**src/rtl/hit_uart_readout.sv**
```systemverilog
// hit_uart_readout: pops 8-bit timing words from the hit FIFO and sends each
// one on an 8N1 (or 8E1) UART line. It also counts the completed frames.
//
// Ports:
//   SYSCLK              system clock, rising edge
//   RESET_N             asynchronous active-low reset
//   fifo_data_available hit FIFO non-empty
//   fifo_dout[7:0]      FIFO read data, valid the cycle after read_fifo
//   read_fifo           one-cycle pop strobe, decoded from the POP state
//   tx_enable           host permission to start a new frame (sampled in IDLE)
//   UART_TX             registered serial line, idle high
//   tx_busy             high whenever the FSM is not IDLE
//   words_sent[15:0]    count of completed frames, wraps
module hit_uart_readout #(
  parameter int unsigned CLKS_PER_BIT = 868,
  parameter int unsigned PARITY_EN    = 0
) (
  input  logic        SYSCLK,
  input  logic        RESET_N,
  input  logic        fifo_data_available,
  input  logic [7:0]  fifo_dout,
  input  logic        tx_enable,
  output logic        read_fifo,
  output logic        UART_TX,
  output logic        tx_busy,
  output logic [15:0] words_sent
);

  localparam int unsigned CNT_W = $clog2(CLKS_PER_BIT);
  localparam logic [CNT_W-1:0] CNT_RELOAD = CNT_W'(CLKS_PER_BIT - 1);

  typedef enum logic [2:0] {
    S_IDLE,
    S_POP,
    S_LOAD,
    S_START,
    S_DATA,
    S_PARITY,
    S_STOP
  } state_t;

  state_t           r_state, w_state_nxt;
  logic [CNT_W-1:0] r_cnt, w_cnt_nxt;
  logic [2:0]       r_bit, w_bit_nxt;
  logic [7:0]       r_shift, w_shift_nxt;
  logic             r_par, w_par_nxt;
  logic             r_tx, w_tx_nxt;
  logic [15:0]      r_words, w_words_nxt;
  logic             w_last;

  // Last cycle of the current bit period; the counter counts down to zero.
  assign w_last = (r_cnt == '0);

  // Next-state logic. UART_TX is registered, so each transition also sets
  // the line level for the state being entered.
  always_comb begin
    w_state_nxt = r_state;
    w_cnt_nxt   = r_cnt;
    w_bit_nxt   = r_bit;
    w_shift_nxt = r_shift;
    w_par_nxt   = r_par;
    w_tx_nxt    = r_tx;
    w_words_nxt = r_words;

    case (r_state)
      S_IDLE: begin
        w_tx_nxt = 1'b1;
        if (tx_enable && fifo_data_available) begin
          w_state_nxt = S_POP;
        end
      end

      S_POP: begin
        w_state_nxt = S_LOAD;
      end

      S_LOAD: begin
        w_shift_nxt = fifo_dout;
        w_par_nxt   = ^fifo_dout;
        w_cnt_nxt   = CNT_RELOAD;
        w_tx_nxt    = 1'b0;
        w_state_nxt = S_START;
      end

      S_START: begin
        if (!w_last) begin
          w_cnt_nxt = r_cnt - CNT_W'(1);
        end else begin
          w_cnt_nxt   = CNT_RELOAD;
          w_bit_nxt   = 3'd0;
          w_tx_nxt    = r_shift[0];
          w_state_nxt = S_DATA;
        end
      end

      S_DATA: begin
        if (!w_last) begin
          w_cnt_nxt = r_cnt - CNT_W'(1);
        end else begin
          w_cnt_nxt = CNT_RELOAD;
          if (r_bit == 3'd7) begin
            if (PARITY_EN != 0) begin
              w_tx_nxt    = r_par;
              w_state_nxt = S_PARITY;
            end else begin
              w_tx_nxt    = 1'b1;
              w_state_nxt = S_STOP;
            end
          end else begin
            // Shift right so the next bit to send is always r_shift[0].
            w_bit_nxt   = r_bit + 3'd1;
            w_shift_nxt = {1'b0, r_shift[7:1]};
            w_tx_nxt    = r_shift[1];
          end
        end
      end

      S_PARITY: begin
        if (!w_last) begin
          w_cnt_nxt = r_cnt - CNT_W'(1);
        end else begin
          w_cnt_nxt   = CNT_RELOAD;
          w_tx_nxt    = 1'b1;
          w_state_nxt = S_STOP;
        end
      end

      S_STOP: begin
        w_tx_nxt = 1'b1;
        if (!w_last) begin
          w_cnt_nxt = r_cnt - CNT_W'(1);
        end else begin
          w_words_nxt = r_words + 16'd1;
          w_state_nxt = S_IDLE;
        end
      end

      default: begin
        w_tx_nxt    = 1'b1;
        w_state_nxt = S_IDLE;
      end
    endcase
  end

  // State and datapath registers; reset drops the frame and raises the line.
  always_ff @(posedge SYSCLK or negedge RESET_N) begin
    if (!RESET_N) begin
      r_state <= S_IDLE;
      r_cnt   <= '0;
      r_bit   <= 3'd0;
      r_shift <= 8'd0;
      r_par   <= 1'b0;
      r_tx    <= 1'b1;
      r_words <= 16'd0;
    end else begin
      r_state <= w_state_nxt;
      r_cnt   <= w_cnt_nxt;
      r_bit   <= w_bit_nxt;
      r_shift <= w_shift_nxt;
      r_par   <= w_par_nxt;
      r_tx    <= w_tx_nxt;
      r_words <= w_words_nxt;
    end
  end

  assign read_fifo  = (r_state == S_POP);
  assign tx_busy    = (r_state != S_IDLE);
  assign UART_TX    = r_tx;
  assign words_sent = r_words;

endmodule

```
**config.mk**
```make
export PLATFORM = sky130hd
export DESIGN_NAME = hit_uart_readout
export DESIGN_NICKNAME = d
export VERILOG_FILES = /design/src/rtl/hit_uart_readout.sv
export SDC_FILE = /design/constraint.sdc
export NUM_CORES = 1
export LEC_CHECK = 0
export CELL_PAD_IN_SITES_DETAIL_PLACEMENT = 1
export CELL_PAD_IN_SITES_GLOBAL_PLACEMENT = 1
export CORE_UTILIZATION = 43
export CTS_CLUSTER_DIAMETER = 40
export CTS_CLUSTER_SIZE = 28
export DETAILED_ROUTE_END_ITERATION = 8
export PLACE_DENSITY = 0.89
export SLEW_MARGIN = 20
export SYNTH_ARGS = -nofsm -noshare
export SYNTH_HDL_FRONTEND = slang
export SYNTH_SLANG_ARGS = --single-unit
```
**constraint.sdc**
```tcl
create_clock -name SYSCLK -period 2.55 [get_ports SYSCLK]
set_input_delay 0.255 -clock SYSCLK [delete_from_list [all_inputs] [get_ports SYSCLK]]
set_output_delay 0.255 -clock SYSCLK [all_outputs]
set_load 0.1 [all_outputs]
```
==> Word level (Yosys, flattened, before mapping) <==
Index checks and enable logic that the tools add are counted.
{ "word_totals": {"out_inout_bits": 19, "input_bits": 12, "elab_cells": 60, "regBits": 41} }
{ "classes": {"bitwise": 1, "eq_ne": 15, "n_addsub": 3, "mux": 21, "n_reduce_logical": 14} }
{ "op_table": {"columns": ["operator", "count"], "rows": [
  ["case mux 10 bit (3 select lines)", 1],
  ["2-to-1 mux 3 bit", 8],
  ["case mux 3 bit (7 select lines)", 1],
  ["2-to-1 mux 10 bit", 2],
  ["adder 16 x 1 -> 16 bit, second input constant", 1],
  ["2-to-1 mux 8 bit", 2],
  ["!= test 2 bit, second input constant", 8],
  ["case mux 8 bit (2 select lines)", 1],
  ["equality test 3 bit, second input constant", 4],
  ["logical NOT 10 bit", 1],
  ["subtractor 10 x 1 -> 10 bit, second input constant", 1],
  ["AND reduction 4 bit", 2],
  ["equality test 3 x 2 -> 1 bit, second input constant", 2],
  ["case mux 3 bit (2 select lines)", 1],
  ["AND reduction 6 bit", 1],
  ["nonzero test 3 bit", 2],
  ["case mux 1 bit (5 select lines)", 1],
  ["2-to-1 mux 1 bit", 4],
  ["AND reduction 2 bit", 2],
  ["nonzero test 2 bit", 2],
  ["adder 3 x 1 -> 3 bit, second input constant", 1],
  ["equality test 3 x 1 -> 1 bit, second input constant", 1],
  ["logical NOT 3 bit", 1],
  ["AND reduction 3 bit", 1],
  ["3 further kinds", 3]
]} }

==> Longest topological paths before layout <==
{ "depth": {"ltp_word": 4, "depth_mapped": 8, "ltp_nobuf": 6} }

==> Least setup slack after synthesis <==
Ideal clock, no wire load.
{ "synth_timing": {"kind": "reg-to-reg", "start": "register r_state[2]", "end": "register r_tx, in the netlist UART_TX", "period_less_slack_ns": 2.580, "slack_ns": -0.030, "required_ns": 2.468, "setup_time_ns": 0.082, "arrival_ns": 2.498, "path_stages_with_launch": 6, "path_buffers": 1, "path_cell_list": "dfrtp_1 -> clkbuf_1 -> nand2b_1 -> nor2_1 -> nor2_1 -> mux2_2"} }
{ "synth_between": {"elab_chain_cells": 3, "elab_cells_between_ends": 11, "cone_classes": "8 x eq/ne; 1 x mux; 1 x bitwise; 1 x reduce/logical"} }
{ "synth_lines": {"columns": ["element", "line", "source"], "rows": [
  ["start: declaration", "42", "state_t r_state, w_state_nxt;"],
  ["start signal: assignment", "156", "r_state <= w_state_nxt;"],
  ["equality test 3 x 1 -> 1 bit (*)", null, null],
  ["via read_fifo", "23", "output logic read_fifo,"],
  ["inverter 1 bit (no source line)", null, null],
  ["AND reduction 4 bit (no source line)", null, null],
  ["end signal: assignment", "161", "r_tx <= w_tx_nxt;"],
  ["end: declaration", "47", "logic r_tx, w_tx_nxt;"]
]} }
The timed path passes the listed nets; every way through them passes the cells marked *.
A chain may end at the register's enable or synchronous reset.

==> Worst setup path after layout <==
{ "layout_timing": {"start": "register r_cnt[0]", "end": "register r_cnt[3]"} }
{ "layout_between": {"elab_chain_cells": 3, "elab_cells_between_ends": 7, "cone_classes": "1 x add/sub; 1 x eq/ne; 3 x mux; 2 x reduce/logical"} }
{ "layout_lines": {"columns": ["element", "line", "source"], "rows": [
  ["start: declaration", "43", "logic [CNT_W-1:0] r_cnt, w_cnt_nxt;"],
  ["start signal: assignment", "157", "r_cnt <= w_cnt_nxt;"],
  ["subtractor 10 x 1 -> 10 bit / logical NOT 10 bit (equally long branches)", null, null],
  ["2-to-1 mux 10 bit, or another cell as far along", "130", "if (!w_last) begin"],
  ["case mux 10 bit (3 select lines) / AND reduction 2 bit (equally long branches)", null, null]
]} }
Several ways; a longest one is shown, not always the timed one. The select of a mux whose other input is x is not followed.

==> flow_summary.ini <==
[job]
maxCapViolCount = 0

[cts]
h-tree-depth = 2
clk_path_buf_depth = 2
cts_sinks = 41
root_buffer = clkbuf_8
insertion_delay_ns = 0.30
post_cts_resized = 0
cts_inserted_buffers = 5
cts_setup_buffers = 0
cts_tree = done
hold_buffers = 0
clkTransAtPathRegs_ns = 0.08

[sta]
finalMaxSlewViolations = 0
fin_crit_ns = 2.407
worst_slew_pin_slew_ns = 0.9390
setup_violations = 0
hold_violations = 0
fin_crit_sh = 0.9438
rsz0062_at_grt = false
fmax_mhz = 415.5
fin_skew_ns = 0.007855
tns_ns = 0
relSlewSlack = 0.3740
hold_slack_ns = 0.09234

[grt]
met3_usage = 0.03810
track_usage = 0.2346
busiest_layer = met2
grtUsageMet2 = 0.4080
gr-total-overflow = 0
grt_first_pass_wirelength_um = 10960
grt_start_max_net_pins = 42
grt_pass1_vias = 2255
antenna_found_initial = 0
use_met1 = 0.2869

[route]
drc = 0
wirelength_um = 6325
drt-initial-drc-count = 101
antenna_left = 0
drt_pass1_iterations = 4
vias = 2058
wl_per_cell_um = 18.02
avgViaCountPerCell = 5.863

[setup_path]
end_kind = flip-flop
cp_max_fo = 6
r2r_slack_ns = 0.14
start_kind = flip-flop
path_class = reg2reg
cp_data_arrival_time_ns = 2.63
crit_required_ns = 2.77

[pwr]
leakage_nw = 1.267
peakVddDrop_mv = 0.4117
power_density_nw_per_um2 = 397.7

[yosys]
synth_edf_count = 0
synth.distinct_cells = 53
ys_seq_elements = 41
synth_async_sr_flop_share = 1.000
avgSynthCellArea_um2 = 9.810
ys_seq_area_frac = 0.4274
syn-cell-area_um2 = 2404
synth_nets = 261
ys.flop_type = dfrtp_1
synth.yosys.warnings = 0
synth_cells = 245

[cells_and_area]
area_growth_pct = 18.69
final_cell_mix = dfrtp_1, buf_4, mux2_2
nNetsFinal = 296
final_common_cell = dfrtp_1
n_antenna_cell = 0
nFillCells = 602
fin_area_um2 = 2853
drive_gt1_frac = 0.2456

[die]
core.rowCount = 26
die_h_um = 76.77
core-area_um2 = 5238
num_io_pins = 31
die_w_um = 76.77
start_util = 0.4589
dieArea_um2 = 5893

[place]
io_buffers = 30
gp_congestion = 0.8267
placed_cell_area_um2 = 2765
dpl.hpwl_um = 4567

[hold_path]
hp-class = in2async

[status]
status = finished clean
==> synth_stat cells (all sizes together), types with 3 or more instances <==
| library cell | number | area, um2 |
|---|---|---|
| and4 | 3 | 26.28 |
| nor4 | 4 | 31.28 |
| nor2 | 15 | 56.30 |
| mux2 | 16 | 180.2 |
| nand4b | 4 | 35.03 |
| a31oi | 3 | 18.77 |
| or2 | 3 | 18.77 |
| o221ai | 3 | 26.28 |
| o31ai | 3 | 22.52 |
| a211oi | 3 | 22.52 |
| o21ai | 11 | 55.05 |
| a21oi | 7 | 35.03 |
| nand3 | 12 | 60.06 |
| nand2b | 6 | 37.54 |
| xor2 | 12 | 105.1 |
| clkbuf | 10 | 37.54 |
| or3 | 5 | 31.28 |
| buf | 3 | 21.27 |
| nor3 | 15 | 91.34 |
| nor3b | 3 | 22.52 |
| inv | 9 | 33.78 |
| nand2 | 11 | 41.29 |
| xnor2 | 3 | 26.28 |
| nand4 | 5 | 31.28 |
| dfrtp | 40 | 1001 |
| a22o | 3 | 26.28 |
| and2 | 3 | 18.77 |
| nor2b | 3 | 18.77 |
| ha | 4 | 50.05 |
==> where the power goes <==
part | total (mW) | internal [mW] | switching, mW
registers | 0.660 | 0.656 | 0.00369
clock network | 0.433 | 0.189 | 0.244
logic | 0.0416 | 0.0224 | 0.0192
total | 1.13 | 0.868 | 0.267
==> cells by family (layout without fill, tap and decap cells) <==
logic type                 count (synthesis)  in the layout  share of synthesized area
muxes                                     17             17                    0.07912
adders and majority gates                  4              4                    0.02082
and+or+nand+nor                          102            102                     0.2546
AOI/OAI and AO/OA                         44             44                     0.1249
xor gates and xnor gates                  15             15                    0.05466
DFF                                       41             41                     0.4274
buffers and inverters                     22             58                    0.03852
==> flip-flops by register name, indices dropped and copies added (netlist names) <==
name        cells
UART_TX         1
r_bit           3
r_cnt          10
r_shift         8
r_state         3
words_sent     16
==> final timing paths <==
path                                start             end  cells after the start
max                              r_cnt[0]        r_cnt[3]                      6
min                               RESET_N      r_shift[3]                      1
max reg2reg                      r_cnt[0]        r_cnt[3]                      6
min reg2reg                words_sent[15]  words_sent[15]                      1
max in group asynchronous         RESET_N        r_cnt[1]                      1
min in group SYSCLK        words_sent[15]  words_sent[15]                      1
==> layout make-up <==
| cell class | instances | area (um2) | area share |
|---|---|---|---|
| multi-input combinational | 182 | 1287 | 0.4513 |
| sequential | 41 | 1027 | 0.3601 |
| timing repair buffer | 41 | 330.3 | 0.1158 |
| tap | 70 | 87.58 | 0.03070 |
| clock buffer | 5 | 68.82 | 0.02412 |
| inverter | 9 | 33.78 | 0.01184 |
| clock inverter | 3 | 17.52 | 0.006140 |
==> routing by layer <==
| layer | share of wire | up-vias |
|---|---|---|
| met5 | 0 | - |
| met3 | 0.029 | 9 |
| met1 | 0.44 | 1037 |
| met4 | 0.014 | 0 |
| met2 | 0.52 | 38 |
| li1 | - | 974 |
==> through the flow <==
stage          power [mW]  worst slack [ns]  utilization  instances
2_1_floorplan      0.6822            0.3060            -        245
3_3_place_gp       0.7122            0.2585       0.5280        343
3_5_place_dp       0.7155            0.1398       0.5280        343
4_1_cts             1.142            0.1111       0.5444        351
5_1_grt             1.173           0.05398       0.5447        351
6_report            1.134            0.1434       0.5447        351
==> critical path, stage by stage, from the launching register on <==
cell,delay [ns]
dfrtp_1,0.43
inv_1,0.12
ha_1,0.25
or4b_1,0.61
nor4_2,0.57
o21ai_0,0.18
a21oi_1,0.18
Power figures use the tool's default switching activity.
